<file path="config.mk">
export PLATFORM = sky130hd
export DESIGN_NAME = pipe_hazard_scoreboard
export DESIGN_NICKNAME = d
export VERILOG_FILES = /design/src/rtl/pipe_pkg.sv /design/src/rtl/fwd_select.sv /design/src/rtl/pipe_hazard_scoreboard.sv
export SDC_FILE = /design/constraint.sdc
export NUM_CORES = 1
export LEC_CHECK = 0
export ABC_AREA = 1
export BUFFER_PORTS_ARGS = -buffer_cell sky130_fd_sc_hd__buf_2
export CAP_MARGIN = 20
export CORE_ASPECT_RATIO = 0.6
export CORE_MARGIN = 2
export CORE_UTILIZATION = 50
export DETAILED_ROUTE_END_ITERATION = 16
export PLACE_DENSITY = 0.77
export SKIP_LAST_GASP = 1
export SYNTH_ARGS = -nofsm -noshare
export SYNTH_HDL_FRONTEND = slang
export SYNTH_SLANG_ARGS = --single-unit
</file>
<file path="constraint.sdc">
create_clock -name clk_i -period 4.22 [get_ports clk_i]
set_clock_uncertainty 0.05 [all_clocks]
set_input_delay 0 -clock clk_i [delete_from_list [all_inputs] [get_ports clk_i]]
set_output_delay 0 -clock clk_i [all_outputs]
set_load 0.03 [all_outputs]
</file>
<file path="src/rtl/pipe_pkg.sv">
// Shared types and constants for the pipeline hazard scoreboard.
// - slot_t      : one tracked in-flight instruction (EX and later stages).
// - REG_ZERO    : the hard-wired zero register, never a forwarding/hazard source.
// - FWD_*       : forwarding-select encoding (0 = register file, k = k stages after EX).
// - slot_writes : true when a slot will write register r (x0 excluded).
package pipe_pkg;

    // Register fields are stored at a fixed maximum width; narrower builds zero-extend.
    localparam int unsigned REG_ADDR_W_MAX = 8;

    localparam logic [REG_ADDR_W_MAX-1:0] REG_ZERO = '0;

    localparam int unsigned FWD_RF  = 0;
    localparam int unsigned FWD_MEM = 1;
    localparam int unsigned FWD_WB  = 2;

    typedef struct packed {
        logic                      valid;
        logic [REG_ADDR_W_MAX-1:0] rd;
        logic                      wr;
        logic                      load;
        logic [REG_ADDR_W_MAX-1:0] rs1;
        logic [REG_ADDR_W_MAX-1:0] rs2;
        logic                      use_rs1;
        logic                      use_rs2;
    } slot_t;

    function automatic logic slot_writes(input slot_t s, input logic [REG_ADDR_W_MAX-1:0] r);
        return s.valid && s.wr && (s.rd == r) && (r != REG_ZERO);
    endfunction

endpackage

</file>
<file path="src/rtl/fwd_select.sv">
// Forwarding priority encoder for one EX operand.
// Ports:
//   src_i     : EX operand source register (zero-extended)
//   use_src_i : EX instruction actually reads src_i
//   prod_i    : tracker slots 1..NUM_FWD (prod_i[0] is the stage right after EX)
//   sel_o     : 0 = register file, k = forward from stage k after EX
// The youngest producer (smallest k) wins.
module fwd_select
    import pipe_pkg::*;
#(
    parameter int unsigned NUM_FWD   = 2,
    parameter int unsigned FWD_SEL_W = 2
) (
    input  logic [REG_ADDR_W_MAX-1:0] src_i,
    input  logic                      use_src_i,
    input  slot_t                     prod_i [NUM_FWD],
    output logic [FWD_SEL_W-1:0]      sel_o
);

    always_comb begin
        sel_o = FWD_SEL_W'(FWD_RF);
        if (use_src_i) begin
            // Scan oldest to youngest so the youngest match overwrites.
            for (int k = NUM_FWD; k >= 1; k--) begin
                if (slot_writes(prod_i[k-1], src_i)) begin
                    sel_o = FWD_SEL_W'(k);
                end
            end
        end
    end

endmodule

</file>
<file path="src/rtl/pipe_hazard_scoreboard.sv">
// Hazard detection and forwarding control for the in-order RISC-V pipeline.
// Tracks instructions from EX through NUM_FWD later stages and produces stalls
// (load-use, branch operand), IF/ID flush on a taken branch, EX forwarding selects
// and a whole-pipeline freeze while the data memory is busy.
// Ports:
//   clk_i, rst_i (synchronous, active-low)
//   id_*_i      : decoded ID-stage instruction information
//   br_taken_i  : ID branch resolved taken
//   mem_busy_i  : data memory not ready, freeze everything
//   pc_write_o, ifid_write_o, ifid_flush_o, idex_bubble_o, freeze_o : buffer controls
//   fwd_a_o, fwd_b_o : EX operand selects (0 = register file, k = k stages after EX)
// Optional (macro PIPE_HAZARD_PERF_EN): saturating 32-bit stall/flush/freeze cycle counters.
// All outputs are forced to 0 while rst_i is low.
module pipe_hazard_scoreboard
    import pipe_pkg::*;
#(
    parameter  int unsigned REG_ADDR_W = 5,
    parameter  int unsigned NUM_FWD    = 2,
    localparam int unsigned FWD_SEL_W  = $clog2(NUM_FWD + 1)
) (
    input  logic                  clk_i,
    input  logic                  rst_i,
    input  logic                  id_valid_i,
    input  logic [REG_ADDR_W-1:0] id_rs1_i,
    input  logic [REG_ADDR_W-1:0] id_rs2_i,
    input  logic                  id_use_rs1_i,
    input  logic                  id_use_rs2_i,
    input  logic [REG_ADDR_W-1:0] id_rd_i,
    input  logic                  id_wr_i,
    input  logic                  id_load_i,
    input  logic                  id_branch_i,
    input  logic                  br_taken_i,
    input  logic                  mem_busy_i,
    output logic                  pc_write_o,
    output logic                  ifid_write_o,
    output logic                  ifid_flush_o,
    output logic                  idex_bubble_o,
    output logic                  freeze_o,
    output logic [FWD_SEL_W-1:0]  fwd_a_o,
    output logic [FWD_SEL_W-1:0]  fwd_b_o
`ifdef PIPE_HAZARD_PERF_EN
    ,
    output logic [31:0]           stall_cnt_o,
    output logic [31:0]           flush_cnt_o,
    output logic [31:0]           freeze_cnt_o
`endif
);

    if (NUM_FWD < 1 || NUM_FWD > 4) begin : g_bad_num_fwd
        $error("NUM_FWD must be in 1..4");
    end
    if (REG_ADDR_W > REG_ADDR_W_MAX) begin : g_bad_reg_w
        $error("REG_ADDR_W exceeds REG_ADDR_W_MAX");
    end

    slot_t slot_q [NUM_FWD+1];
    slot_t slot_d [NUM_FWD+1];
    slot_t prod   [NUM_FWD];
    slot_t id_slot;

    logic hit0, hit1;
    logic stall, freeze, flush;
    logic [FWD_SEL_W-1:0] fwd_a, fwd_b;

    // Capture the ID instruction in tracker format.
    always_comb begin
        id_slot                          = '0;
        id_slot.valid                    = id_valid_i;
        id_slot.rd[REG_ADDR_W-1:0]       = id_rd_i;
        id_slot.wr                       = id_wr_i;
        id_slot.load                     = id_load_i;
        id_slot.rs1[REG_ADDR_W-1:0]      = id_rs1_i;
        id_slot.rs2[REG_ADDR_W-1:0]      = id_rs2_i;
        id_slot.use_rs1                  = id_use_rs1_i;
        id_slot.use_rs2                  = id_use_rs2_i;
    end

    // Does a tracked producer feed a source the ID instruction actually reads?
    always_comb begin
        hit0 = (id_use_rs1_i && slot_writes(slot_q[0], id_slot.rs1)) ||
               (id_use_rs2_i && slot_writes(slot_q[0], id_slot.rs2));
        hit1 = (id_use_rs1_i && slot_writes(slot_q[1], id_slot.rs1)) ||
               (id_use_rs2_i && slot_writes(slot_q[1], id_slot.rs2));
    end

    always_comb begin
        freeze = mem_busy_i;
        stall  = id_valid_i &&
                 ((slot_q[0].load && hit0) ||
                  (id_branch_i && (hit0 || (slot_q[1].load && hit1))));
        flush  = !freeze && !stall && br_taken_i && id_branch_i;
    end

    // Tracker next state: hold on freeze, otherwise shift; a stall injects a bubble.
    always_comb begin
        slot_d = slot_q;
        if (!freeze) begin
            for (int k = NUM_FWD; k >= 1; k--) begin
                slot_d[k] = slot_q[k-1];
            end
            slot_d[0] = stall ? '0 : id_slot;
        end
    end

    always_ff @(posedge clk_i) begin
        if (!rst_i) begin
            for (int k = 0; k <= NUM_FWD; k++) begin
                slot_q[k] <= '0;
            end
        end else begin
            slot_q <= slot_d;
        end
    end

    always_comb begin
        for (int k = 0; k < NUM_FWD; k++) begin
            prod[k] = slot_q[k+1];
        end
    end

    fwd_select #(
        .NUM_FWD   (NUM_FWD),
        .FWD_SEL_W (FWD_SEL_W)
    ) u_fwd_a (
        .src_i     (slot_q[0].rs1),
        .use_src_i (slot_q[0].use_rs1),
        .prod_i    (prod),
        .sel_o     (fwd_a)
    );

    fwd_select #(
        .NUM_FWD   (NUM_FWD),
        .FWD_SEL_W (FWD_SEL_W)
    ) u_fwd_b (
        .src_i     (slot_q[0].rs2),
        .use_src_i (slot_q[0].use_rs2),
        .prod_i    (prod),
        .sel_o     (fwd_b)
    );

    always_comb begin
        pc_write_o    = rst_i && !freeze && !stall;
        ifid_write_o  = rst_i && !freeze && !stall;
        ifid_flush_o  = rst_i && flush;
        idex_bubble_o = rst_i && !freeze && stall;
        freeze_o      = rst_i && freeze;
        fwd_a_o       = rst_i ? fwd_a : '0;
        fwd_b_o       = rst_i ? fwd_b : '0;
    end

`ifdef PIPE_HAZARD_PERF_EN
    logic [31:0] stall_cnt_q, flush_cnt_q, freeze_cnt_q;

    // Stall counts only cycles where the bubble is actually inserted (not frozen).
    always_ff @(posedge clk_i) begin
        if (!rst_i) begin
            stall_cnt_q  <= '0;
            flush_cnt_q  <= '0;
            freeze_cnt_q <= '0;
        end else begin
            if (!freeze && stall && (stall_cnt_q != '1)) begin
                stall_cnt_q <= stall_cnt_q + 32'd1;
            end
            if (flush && (flush_cnt_q != '1)) begin
                flush_cnt_q <= flush_cnt_q + 32'd1;
            end
            if (freeze && (freeze_cnt_q != '1)) begin
                freeze_cnt_q <= freeze_cnt_q + 32'd1;
            end
        end
    end

    always_comb begin
        stall_cnt_o  = rst_i ? stall_cnt_q  : '0;
        flush_cnt_o  = rst_i ? flush_cnt_q  : '0;
        freeze_cnt_o = rst_i ? freeze_cnt_q : '0;
    end
`endif

endmodule
</file>
## Word-level counts from Yosys, hierarchy flattened

Index checks and enable logic that the tools add are counted.

| storage, ports and cells | value |
|---|---|
| bits of input ports | 25 |
| word-level logic and storage cells | 77 |
| register bits | 50 |
| output and inout port bits | 9 |

| cells by class | value |
|---|---|
| reduce and logical (&&, ||, !) cells | 45 |
| multiplexer cells | 9 |
| equality and inequality tests | 8 |

Operators with widths:

| cell | number |
|---|---|
| 1-bit logical AND | 35 |
| 8-bit by 5-bit equality test with 1-bit output | 4 |
| 8-bit equality test | 4 |
| 8-bit nonzero test | 4 |
| 29-bit 2-to-1 mux | 1 |
| 2-bit 2-to-1 mux | 8 |
| 1-bit logical OR | 4 |
| 1-bit zero test | 2 |

## Logic depth before layout (Yosys ltp)

Gate-level depths: netlist of run 1.

| logic depth | value |
|---|---|
| word-level depth | 15 |
| depth in mapped cells | 13 |
| gate-level depth less buffers | 12 |

## Cells and area by module

A second synthesis of run 1 with hierarchy kept.

| unflattened totals | value |
|---|---|
| cell total of the unflattened synthesis | 499 |
| area total of the unflattened synthesis | 3,135.5 sq um |

Modules (own cells, without submodules):

| module | cells an instance | instances | area each (sq um) |
|---|---|---|---|
| pipe_hazard_scoreboard | 331 | 1 | 2,404.8 |
| fwd_select | 84 | 2 | 365.4 |

## Worst setup path after synthesis of run 1

No wires, ideal clock.

| timing | value |
|---|---|
| kind | register -> output |
| start | register slot_q, in the netlist prod[49] |
| end | output port fwd_b_o[0] |
| path buffers | 0 |
| data arrival time | 1.590 ns |
| cell stages (with the launch flop) | 7 |
| setup slack | 2.580 ns |
| required time | 4.170 ns |
| cells stage by stage | dfxtp_1 > inv_1 > nand2_1 > o21ai_0 > a221oi_1 > nand3_1 > nor3_1 |

| between the ends | value |
|---|---|
| word-level cells in the longest chain between the ends | 6 |

Ends and longest elaborated chain:

| item | line | source |
|---|---|---|
| from (decl) | pipe_hazard_scoreboard.sv:56 | `slot_t slot_q [NUM_FWD+1];` |
| from (signal assigned) | pipe_hazard_scoreboard.sv:111 | `slot_q <= slot_d;` |
| 8-bit equality test | pipe_pkg.sv:29 | `return s.valid && s.wr && (s.rd == r) && (r != REG_ZERO);` |
| 1-bit logical AND (2 in a row) | pipe_pkg.sv:29 |  |
| 2-bit 2-to-1 mux | fwd_select.sv:25 | `if (slot_writes(prod_i[k-1], src_i)) begin` |
| 2-bit 2-to-1 mux | fwd_select.sv:22 | `if (use_src_i) begin` |
| 2-bit 2-to-1 mux | pipe_hazard_scoreboard.sv:148 | `fwd_b_o = rst_i ? fwd_b : '0;` |
| to (decl) | pipe_hazard_scoreboard.sv:40 | `output logic [FWD_SEL_W-1:0] fwd_b_o` |

No other way between the ends.

## Final worst setup path of run 1

| timing | value |
|---|---|
| start | register slot_q, in the netlist prod[53] |
| end | register slot_q[58] (netlist name) |

| between the ends | value |
|---|---|
| word-level cells in the longest chain between the ends | 11 |
| elaborated cells on any way between the ends | 15 |
| those cells by class | eq/ne: 2; mux: 1; reduce/logical: 12 |

Ends and longest elaborated chain:

| item | line | source |
|---|---|---|
| 8-bit by 5-bit equality test with 1-bit output | pipe_pkg.sv:29 |  |
| 1-bit logical AND (2 in a row) | pipe_pkg.sv:29 |  |
| 1-bit logical AND (on tied branches) | pipe_hazard_scoreboard.sv:82, pipe_hazard_scoreboard.sv:83 |  |
| 1-bit logical OR (*) | pipe_hazard_scoreboard.sv:82 | `hit1 = (id_use_rs1_i && slot_writes(slot_q[1], id_slot.rs1)) \|\|` |
| 1-bit logical AND (*) | pipe_hazard_scoreboard.sv:90 | `(id_branch_i && (hit0 \|\| (slot_q[1].load && hit1))));` |
| 1-bit logical OR (*) | pipe_hazard_scoreboard.sv:90 |  |
| 1-bit logical AND (*) | pipe_hazard_scoreboard.sv:90 |  |
| 1-bit logical OR (*) | pipe_hazard_scoreboard.sv:89 | `((slot_q[0].load && hit0) \|\|` |
| 1-bit logical AND (*) | pipe_hazard_scoreboard.sv:88 | `stall = id_valid_i &&` |
| 29-bit 2-to-1 mux (*) | pipe_hazard_scoreboard.sv:101 | `slot_d[0] = stall ? '0 : id_slot;` |

Every way passes the cells marked *; elsewhere a longest branch is shown, timed or not.
A chain may end at the register's enable or synchronous reset.

==> results of run 1 <==
[routing by layer]
| metal | wire [um] | vias up | GRT usage, % |
|---|---|---|---|
| met5 | 0 | - | 0 |
| met4 | 133 | 0 | 9.41 |
| met3 | 663 | 18 | 8.89 |
| met2 | 2380 | 132 | 42.5 |
| met1 | 2420 | 935 | 36.7 |
| li1 | - | 1033 | - |
[cells in the final DEF, fill, tap and decap left out, drive strengths merged]
| master | count |
|---|---|
| nand2 | 77 |
| inv | 39 |
| dfxtp | 35 |
| buf | 34 |
| nand3 | 34 |
| nor2 | 30 |
| dlygate4sd3 | 22 |
| o22ai | 18 |
| o21ai | 10 |
| nor3 | 9 |
| xor2 | 8 |
| xnor2 | 6 |
| clkbuf | 6 |
| a21oi | 3 |
| a221oi | 2 |
| clkinv | 2 |
| a2111o | 1 |
| o2111ai | 1 |
| a211oi | 1 |
| nor4 | 1 |
| nand4 | 1 |
| bufinv | 1 |
[layout make-up]
cell class              count  area (um^2)
clock buffers               6         82.6
clock inverters             2         35.0
fillers                   324         1250
inverters                  40          150
multi-input cells         202         1010
flip-flops and latches     35          701
well taps                  47         58.8
repair buffers             56          393
[power by group]
group | switching, uW | total, uW | internal [uW] | leakage (uW)
Clock | 129 | 320 | 191 | 0.0000612
Combinational | 70.2 | 125 | 54.4 | 0.000799
Sequential | 17.8 | 363 | 345 | 0.000287
[worst register-to-register path: stages (launching register included)]
cell	delay (ps)
dfxtp_1	430
inv_2	100
nand2_1	70
nand3_1	80
nor2_1	130
nand3_1	70
nand2_1	70
nand2_1	50
nand2_2	80
nand2_2	280
nand3_1	190
nand2_1	60
dlygate4sd3_1	540
[through the flow]
| stage | power [uW] | utilization, % | instance area, um^2 |
|---|---|---|---|
| 6_report | 808 | 66.0 | 2430 |
| 5_1_grt | 843 | 66.0 | 2430 |
| 3_5_place_dp | 475 | 56.8 | 2090 |
| 2_1_floorplan | 436 | - | 1910 |
| 4_1_cts | 804 | 66.0 | 2430 |
| 3_3_place_gp | 474 | 56.8 | 2090 |
[cells by family after synthesis]
logic type             count (synthesis)  share of synthesized area [%]
AND/OR/NAND/NOR                      152                           34.6
buffers and inverters                 48                           10.8
XOR/XNOR                              14                           6.41
AO/OA/AOI/OAI                         36                           11.6
flip-flops                            35                           36.6
[how the worst max path moves through the flow]
| stage | from | end | slack (ps) |
|---|---|---|---|
| after detailed placement | prod[50] | ifid_flush_o | 2400 |
| after global routing | id_rs2_i[4] | slot_q[58] | 1760 |
| after floorplan | prod[49] | fwd_b_o[0] | 2580 |
| after global placement | prod[50] | ifid_flush_o | 2450 |
| after CTS | prod[53] | slot_q[58] | 1930 |
| final | prod[53] | slot_q[58] | 1920 |
[what timing repair did]
item | in CTS | in global routing
endpoints found under the setup margin | 0 | 0
hold buffers | 22 | 0
hold endpoints to repair | 20 | 0
[state kept, by name, summed over array words and instances, names as in the netlist]
signal and flops:
slot_q 20, prod 15
==> metrics.md, run 1 <==
| Metric | Value |
|---|---|
| Run status | `complete, no violations` |
| Cell Pwr Density | `between 300 and 400 nW/um^2` |
| DP Cell Count | `358` |
| Area delta synth->final | `26.8%` |
| Vias per cell | `about 5.5` |
| CTS tree | `yes` |
| Min cycle time layout | `approximately 2300 ps` |
| Worst reg2reg path depth | `12` |
| Die footprint | `~4400 um^2` |
| CP Capture Type | `flip-flop` |
| GRT Util Overall | `27.5%` |
| Worst Path Buf+Inv | `2` |
| Via Count | `~2,100` |
| Crit-path cells | `inv_2 > nand2_1 > nand3_1 > nor2_1 > nand3_1 > nand2_1 > nand2_1 > nand2_2 > nand2_2 > nand3_1 > nand2_1 > dlygate4sd3_1` |
| Worst Path Max Fanout | `21` |
| Num ports | `34` |
| Drt initial violations | `about 260` |
| Drt drc | `0` |
| Hold depth | `6` |
| Gr ovfl total | `0` |
| Synthesis warning total | `0` |
| Final Worst Setup Slack | `~1900 ps` |
| Vias in the first global route | `about 1,900` |
| Final Hold Viols | `0` |
| Routability Congestion | `between 0.9 and 1` |
| Setup Fix Bufs, Post-CTS | `0` |
| Post-DR wirelength/cell | `14.4 um` |
| Nets | `around 370` |
| CTS max path bufs | `2` |
| Hold Slack | `roughly 150 ps` |
| Root Buffer | `clkbuf_8` |
| Reg-to-reg critical path startpoint | `prod[53]` |
| Crit Path Category | `reg -> reg` |
| Hold Crit Endpoint | `slot_q[86]` |
| Synthesized area per cell | `between 6 and 7 um^2` |
| Min-delay src | `id_branch_i` |
| Post-synth EDFFs | `0` |
| First-pass GRT wire length | `around 9000 um` |
| Initial antenna violation count | `0` |
| Total Wirelength | `between 5000 and 6000 um` |
| Max-slew headroom | `59.7%` |
| Count leader, synth | `nand2_1` |
| Final setup TNS | `0 ps` |
| Hold Path Class | `in -> reg` |
| Num rows | `17` |
| CTS Buf Count | `5` |
| Worst-path clk slew | `~80 ps` |
| Top cells by count, synth | `nand2_1, dfxtp_1, inv_1` |
| Largest net degree at the start of global routing | `24` |
| Share of cells above drive strength 1 | `between 10% and 20%` |
| Die height | `between 50 and 60 um` |
| Clock sink count | `35` |
| # port buffers | `33` |
| Die Wd | `between 80 and 90 um` |
| FF-to-FF End | `slot_q[58]` |
| RSZ-0062 raised after global routing | `false` |
| WP data arrival | `approximately 2400 ps` |
| N_diodes | `0` |
| HPWL after detailed placement | `around 4000 um` |
| Worst Max-Slew Pin Slew | `between 600 and 700 ps` |
| Post-synth ARST share | `0%` |
| Clock Latency Late Sink | `~290 ps` |
| Final ANT Viol Nets | `0` |
| Worst vdd ir | `about 0.21 mV` |
| Pre-antenna DRT Iters | `5` |
| Final setup vio count | `0` |
| Fin cells | `roughly 390` |
| Crit-path slowest cell | `dlygate4sd3_1` |
| R2R setup slack | `roughly 1900 ps` |
| Setup WS pre-CTS | `between 2000 and 2500 ps` |
| Leakage | `roughly 0.0011 uW` |
| Setup crit start kind | `flip-flop` |
| Max-cap check violation count | `0` |
| #FFs+latches synth | `35` |
| H-tree Lvls | `2` |
| Post-synthesis sequential area ratio | `between 30% and 40%` |
| CP most frequent cell | `nand2_1` |
| Critical Path Stages | `12` |
| Largest delay contributor family on the critical path | `simple AND/OR/NAND/NOR gates` |
| Most common flop cell mapped by yosys | `dfxtp_1` |
| Largest cells by area after synthesis | `dfxtp_1, nand2_1, nand3_1` |
| Top cell type's share of synthesized area | `between 30 and 40%` |
| Starting Density | `52.0%` |
| Cells after Synth | `between 200 and 300` |
| Worst Path Required | `approximately 4400 ps` |
| Dominant cell type by area after synthesis | `dfxtp_1` |
| Net count after synthesis | `a little over 300` |
| Slew Limit Fails | `0` |
| Synthesized cell area | `between 1500 and 2000 um^2` |
| Max incr delay on CP | `roughly 540 ps` |
| Fmax | `435 MHz` |
| Count of cell types in the netlist | `27` |
| Core area | `3680 um^2` |
| Fin crit share | `a little over half` |
| PostCTS Resize Cnt | `0` |
No activity file was read; power rests on OpenSTA's default activity.
==> run 2: changes to the inputs <==
- clock period: 4.22 -> 2.28 ns (I/O delays scaled with it)
==> run 2 against run 1 <==
Die area is the same. Cell count fell by 0.26%. Clock power is 35% higher. Count of clock-buffer cells in the layout grew 1. Critical endpoint is now ifid_flush_o. Largest power group unchanged. Via count decreased by 1.9%. Non-clock buffer count fell by 1. First-iteration DRC count fell by 41%. Flip-flop and latch count unchanged. Largest cell class unchanged. Highest routed layer unchanged. Utilization decreased by 1.2 points.
==> metrics.md, run 2 (synthesis results as in run 1) <==
| Metric | Value |
|---|---|
| Run status | `complete, no violations (unchanged)` |
| R2R setup slack | `620 ps (was 1920 ps)` |
| Area delta synth->final | `24.5% (was 26.8%)` |
| Num rows | `17 (unchanged)` |
| Met2 Use GR | `42.5% (unchanged)` |
| H-tree Lvls | `2 (unchanged)` |
| Vias in the first global route | `1,921 (was 1,863)` |
| Final Worst Setup Slack | `223 ps (was 1920 ps)` |
| M3 GR Usage | `6.67% (was 8.89%)` |
| Worst Path Max Fanout | `21 (unchanged)` |
| Int Pwr | `952 uW (was 591 uW)` |
| Leakage | `0.00113 uW (was 0.00115 uW)` |
| Setup WS pre-CTS | `466 ps (was 2400 ps)` |
| FF-to-FF End | `slot_q[61] (was slot_q[58])` |
| DP Cell Count | `359 (was 358)` |
| Largest net degree at the start of global routing | `24 (unchanged)` |
| Cell Pwr Density | `560 nW/um^2 (was 333 nW/um^2)` |
| Starting Density | `52.0% (unchanged)` |
| WP data arrival | `2010 ps (was 2430 ps)` |
| Via Count | `2,078 (was 2,118)` |
| Fin cells | `387 (was 388)` |
| First-pass GRT wire length | `9290 um (was 9030 um)` |
| Final Hold Viols | `0 (unchanged)` |
| Core area | `3680 um^2 (unchanged)` |
| Final ANT Viol Nets | `0 (unchanged)` |
| HPWL after detailed placement | `3980 um (was 3880 um)` |
| Largest register FFs | `20 (unchanged)` |
| Hold depth | `3 (was 6)` |
| Worst vdd ir | `0.325 mV (was 0.209 mV)` |
| Root Buffer | `clkbuf_8 (unchanged)` |
| Slew Limit Fails | `0 (unchanged)` |
| Drt drc | `0 (unchanged)` |
| Worst Max-Slew Pin Slew | `602 ps (was 601 ps)` |
| Setup crit start kind | `input port (was flip-flop)` |
| N_diodes | `0 (unchanged)` |
| GRT Util Overall | `27.4% (was 27.5%)` |
| RSZ-0062 raised after global routing | `false (unchanged)` |
| Multi-input gate area | `1010 um^2 (about the same)` |
| Clock sink count | `35 (unchanged)` |
| Initial antenna violation count | `0 (unchanged)` |
| Commonest non-fill, non-tap cell in the layout | `nand2_1 (unchanged)` |
| Max-slew headroom | `59.6% (was 59.7%)` |
| Min cycle time layout | `roughly 2100 ps` |
| Min-delay src | `id_rs1_i[0] (was id_branch_i)` |
| Worst-path clk slew | `70 ps (was 80 ps)` |
| CP Capture Type | `output port (was flip-flop)` |
| Hold Path Class | `in -> reg (unchanged)` |
| Routability Congestion | `0.965 (was 0.968)` |
| Flop pwr share | `50.3% (was 44.9%)` |
| CTS Buf Count | `5 (unchanged)` |
| # port buffers | `33 (unchanged)` |
| Routing usage on met1 | `38.9% (was 36.7%)` |
| Pre-antenna DRT Iters | `6 (was 5)` |
| Worst reg2reg path depth | `11 (was 12)` |
| Max-cap check violation count | `0 (unchanged)` |
| Final setup TNS | `0 ps (unchanged)` |
| Commonest cells after routing, fill and taps aside | `nand2_1, inv_1, dfxtp_1 (unchanged)` |
| Num ports | `34 (unchanged)` |
| Fill count | `347 (was 324)` |
| Worst Path Required | `2230 ps (was 4350 ps)` |
| Register Area | `701 um^2 (unchanged)` |
| Post-DR wirelength/cell | `14.5 um (was 14.4 um)` |
| CTS max path bufs | `2 (unchanged)` |
| Share of cells above drive strength 1 | `15.6% (was 15.8%)` |
| Drt initial violations | `151 (was 255)` |
| Nets | `364 (was 365)` |
| Largest Register | `slot_q (unchanged)` |
| Sw Pwr | `382 uW (was 217 uW)` |
| Final core utilization | `64.8% (was 66.0%)` |
| Gate power share | `17.2% (was 15.4%)` |
| Die height | `51.9 um (unchanged)` |
| Clock Latency Late Sink | `280 ps (was 290 ps)` |
| Final setup vio count | `0 (unchanged)` |
| Die footprint | `4360 um^2 (unchanged)` |
| Most Crowded Layer GR | `met2 (unchanged)` |
| Die Wd | `83.9 um (unchanged)` |
| Gr ovfl total | `0 (unchanged)` |
| Hold Crit Endpoint | `slot_q[68] (was slot_q[86])` |
| Reg-to-reg critical path startpoint | `prod[53] (unchanged)` |
| Crit Path Category | `in -> out (was reg -> reg)` |
| Total Wirelength | `5620 um (was 5600 um)` |
| Vias per cell | `5.37 (was 5.46)` |
| CTS tree | `yes (unchanged)` |
| Fmax | `486 MHz` |
| Clk pwr share | `32.5% (was 39.7%)` |
| Switching Share | `28.6% (was 26.9%)` |
| Fin crit share | `between 90 and 100%` |
-- run 2: cell types whose count changed in the layout (fill, tap and decap cells not counted) --
| cell | delta |
|---|---|
| clkbuf_8 | -1 |
| bufinv_16 | -1 |
| dlygate4sd3_1 | -2 |
| nand2_4 | +1 |
| clkbuf_1 | +2 |
| nand2_2 | -1 |
| buf_4 | +1 |
-- run 2: worst max-delay path by stage --
stage                start           end  depth (start not counted)
2_1_floorplan     prod[49]    fwd_b_o[0]                          6
3_3_place_gp      prod[50]  ifid_flush_o                         11
3_5_place_dp      prod[50]  ifid_flush_o                         11
4_1_cts        id_rs1_i[4]  ifid_flush_o                         14
5_1_grt        id_rs1_i[1]  ifid_flush_o                         14
6_report       id_rs1_i[1]  ifid_flush_o                         14
-- run 2: cell type report --
| class | count | area share [%] |
|---|---|---|
| inverters | 40 | 6.30 |
| multi-input cells | 202 | 42.5 |
| flip-flops and latches | 35 | 29.4 |
| clock inverters | 1 | 0.210 |
| clock buffers | 7 | 3.20 |
| well taps | 47 | 2.47 |
| repair buffers | 55 | 16.0 |
-- run 2: power groups by stage --
stage	registers, uW	clock network, uW	logic [uW]
after floorplan	674	0	132
after global placement	683	0	196
after detailed placement	684	0	198
after CTS	670	436	225
after global routing	674	471	255
final	671	433	230
-- run 2: per-layer routing --
layer	part of all wire [%]	vias to the layer above
li1	-	1034
met1	48	947
met2	42	93
met3	9.3	4
met4	0.93	0
met5	0	-
-- run 2: repair_timing --
action,4_1_cts,5_1_grt
gates resized for setup,0,1
endpoints found under the setup margin,0,3
buffers inserted,0,0
hold endpoints to repair,17,0
hold buffers,20,0
-- run 2: stage by stage --
step	power, uW	hold slack (ps)	cell area (um^2)
2_1_floorplan	807	71.4	1910
3_3_place_gp	879	166	2100
3_5_place_dp	882	176	2100
4_1_cts	1330	10.4	2380
5_1_grt	1400	11.7	2380
6_report	1330	6.71	2380
-- run 2: critical path, stage by stage --
cell,delay (ps)
dlygate4sd3_1,570
buf_2,160
inv_1,90
nand2_1,60
nor2_1,140
nor2_1,60
nand3_1,60
nand2_1,60
nand2_1,70
nand2_2,80
nand2_4,230
nand2_1,100
nor2_1,110
buf_2,210
==> run 3: changes to the inputs <==
- clock period: 2.28 -> 2.5 ns (I/O delays scaled with it)
==> run 3 against run 2 <==
Global-route usage is 0.26 points lower. Non-clock buffer count is 2 higher. Flip-flop and latch count stayed put. Combinational power is 8.7% lower. Utilization is 0.41 points higher. Setup slack worse by 36 ps. Cell count is 0.52% higher. Clock power is 7.4% lower. Routed wire length is 2.3% lower. Via count is 0.34% higher. Sequential share of layout area is 0.18 points lower. Count of clock-buffer cells in the layout stayed put.
==> metrics.md, run 3 (synthesis results as in run 1) <==
| Metric | Value |
|---|---|
| Run status | `complete, no violations (unchanged)` |
| Root Buffer | `clkbuf_8 (unchanged)` |
| Leakage | `0.00113 uW (about the same)` |
| Slew Limit Fails | `0 (unchanged)` |
| Nets | `366 (was 364)` |
| Design area | `2400 um^2 (was 2380 um^2)` |
| Total Wirelength | `5490 um (was 5620 um)` |
| CTS tree | `yes (unchanged)` |
| GRT Util Overall | `27.1% (was 27.4%)` |
| Die Wd | `83.9 um (unchanged)` |
| Fmax | `432 MHz` |
| Post-DR wirelength/cell | `14.1 um (was 14.5 um)` |
| Max-slew headroom | `62.0% (was 59.6%)` |
| Die footprint | `4360 um^2 (unchanged)` |
| R2R setup slack | `190 ps (was 620 ps)` |
| Hold Path Class | `in -> reg (unchanged)` |
| Final core utilization | `65.2% (was 64.8%)` |
| Largest Register | `slot_q (unchanged)` |
| Worst-path clk slew | `70 ps (about the same)` |
| Drt drc | `0 (unchanged)` |
| Largest register FFs | `20 (unchanged)` |
| Final ANT Viol Nets | `0 (unchanged)` |
| Drt initial violations | `231 (was 151)` |
| Vias per cell | `5.36 (was 5.37)` |
| Initial antenna violation count | `0 (unchanged)` |
| CTS Buf Count | `5 (unchanged)` |
| RSZ-0062 raised after global routing | `false (unchanged)` |
| WP data arrival | `2450 ps (was 2010 ps)` |
| Area delta synth->final | `25.3% (was 24.5%)` |
| Fin crit share | `slightly above 90%` |
| Crit Path Category | `reg -> reg (was in -> out)` |
| Worst Max-Slew Pin Slew | `567 ps (was 602 ps)` |
| Max-cap check violation count | `0 (unchanged)` |
| N_diodes | `0 (unchanged)` |
| Final setup TNS | `0 ps (unchanged)` |
| Worst reg2reg path depth | `12 (was 11)` |
| Clock sink count | `35 (unchanged)` |
| Worst vdd ir | `0.320 mV (was 0.325 mV)` |
| Commonest non-fill, non-tap cell in the layout | `nand2_1 (unchanged)` |
| Worst Path Max Fanout | `21 (unchanged)` |
| Die height | `51.9 um (unchanged)` |
| DP Area | `2100 um^2 (unchanged)` |
| Routability Congestion | `0.979 (was 0.965)` |
| Commonest cells after routing, fill and taps aside | `nand2_1, inv_1, dfxtp_1 (unchanged)` |
| # port buffers | `33 (unchanged)` |
| Starting Density | `52.0% (unchanged)` |
| Gr ovfl total | `0 (unchanged)` |
| PostCTS Resize Cnt | `0 (unchanged)` |
| Pre-antenna DRT Iters | `5 (was 6)` |
| Setup WS pre-CTS | `678 ps (was 466 ps)` |
| CP Capture Type | `flip-flop (was output port)` |
| HPWL after detailed placement | `3840 um (was 3980 um)` |
| Critical Path End | `slot_q[58] (was ifid_flush_o)` |
| First-pass GRT wire length | `9110 um (was 9290 um)` |
| Vias in the first global route | `1,827 (was 1,921)` |
| Setup crit start kind | `flip-flop (was input port)` |
| Worst Path Required | `2630 ps (was 2230 ps)` |
| Num rows | `17 (unchanged)` |
| FF-to-FF End | `slot_q[58] (was slot_q[61])` |
| CTS max path bufs | `2 (unchanged)` |
| Share of cells above drive strength 1 | `15.5% (was 15.6%)` |
| Final Worst Setup Slack | `187 ps (was 223 ps)` |
| DP Cell Count | `359 (unchanged)` |
| Reg-to-reg critical path startpoint | `prod[53] (unchanged)` |
| Core area | `3680 um^2 (unchanged)` |
| Final Hold Viols | `0 (unchanged)` |
| Clock Latency Late Sink | `290 ps (was 280 ps)` |
| Fin cells | `389 (was 387)` |
| Num ports | `34 (unchanged)` |
| Cell Pwr Density | `510 nW/um^2 (was 560 nW/um^2)` |
| Final setup vio count | `0 (unchanged)` |
| Via Count | `2,085 (was 2,078)` |
| Critical Path Start | `prod[53] (was id_rs1_i[1])` |
| H-tree Lvls | `2 (unchanged)` |
| Min cycle time layout | `~2300 ps` |
| Largest net degree at the start of global routing | `24 (unchanged)` |
## run 3: changes by cell type in the layout (fill, tap and decap cells not counted)
cell,delta
dlygate4sd3_1,+2
nand2_2,+1
nand2_4,-1
## run 3: cell type report
class | instances | area [um^2]
clock buffer | 7 | 76.3
clock inverter | 1 | 5.00
fill | 316 | 1280
inverter | 40 | 150
multi-input combinational | 202 | 1010
sequential | 35 | 701
tap | 47 | 58.8
timing repair buffer | 57 | 400
## run 3: worst max-delay path: stages (launching register included)
cell and delay (ps):
dfxtp_1 440, inv_2 120, nand2_1 70, nand3_1 60, nor2_1 110, nand3_1 70, nand2_1 70, nand2_1 50
nand2_2 90, nand2_2 270, nand3_1 200, nand2_1 60, dlygate4sd3_1 550
## run 3: where the power goes
| group | switching [uW] | internal, uW |
|---|---|---|
| registers | 29.5 | 583 |
| clock network | 206 | 196 |
| logic | 118 | 92.2 |
## run 3: layer usage
layer,up-vias,share of wire [%],global-route usage (%)
met2,99,43,41.5
met4,0,0.87,7.26
met5,-,0,0
met1,938,47,39.4
li1,1037,-,-
met3,11,9.2,5.24
## run 3: metrics by stage
stage / power, uW / hold WS (ps)
floorplan: 736 / 71.4
global placement: 800 / 169
detailed placement: 802 / 173
CTS: 1220 / 3.82
global route: 1280 / 22.0
finish: 1220 / 27.5
## run 3: what timing repair did
action	CTS	global route
hold buffers	22	0
buffers inserted	0	0
endpoints found under the hold margin	19	0
## run 3: worst min path at each step
stage,startpoint,to,cells past startpoint
6_report,id_rs2_i[4],slot_q[64],3
3_3_place_gp,id_rd_i[3],slot_q[81],3
2_1_floorplan,id_load_i,slot_q[76],2
5_1_grt,id_rs2_i[4],slot_q[64],3
4_1_cts,id_rs2_i[4],slot_q[64],3
3_5_place_dp,id_rd_i[2],slot_q[80],3
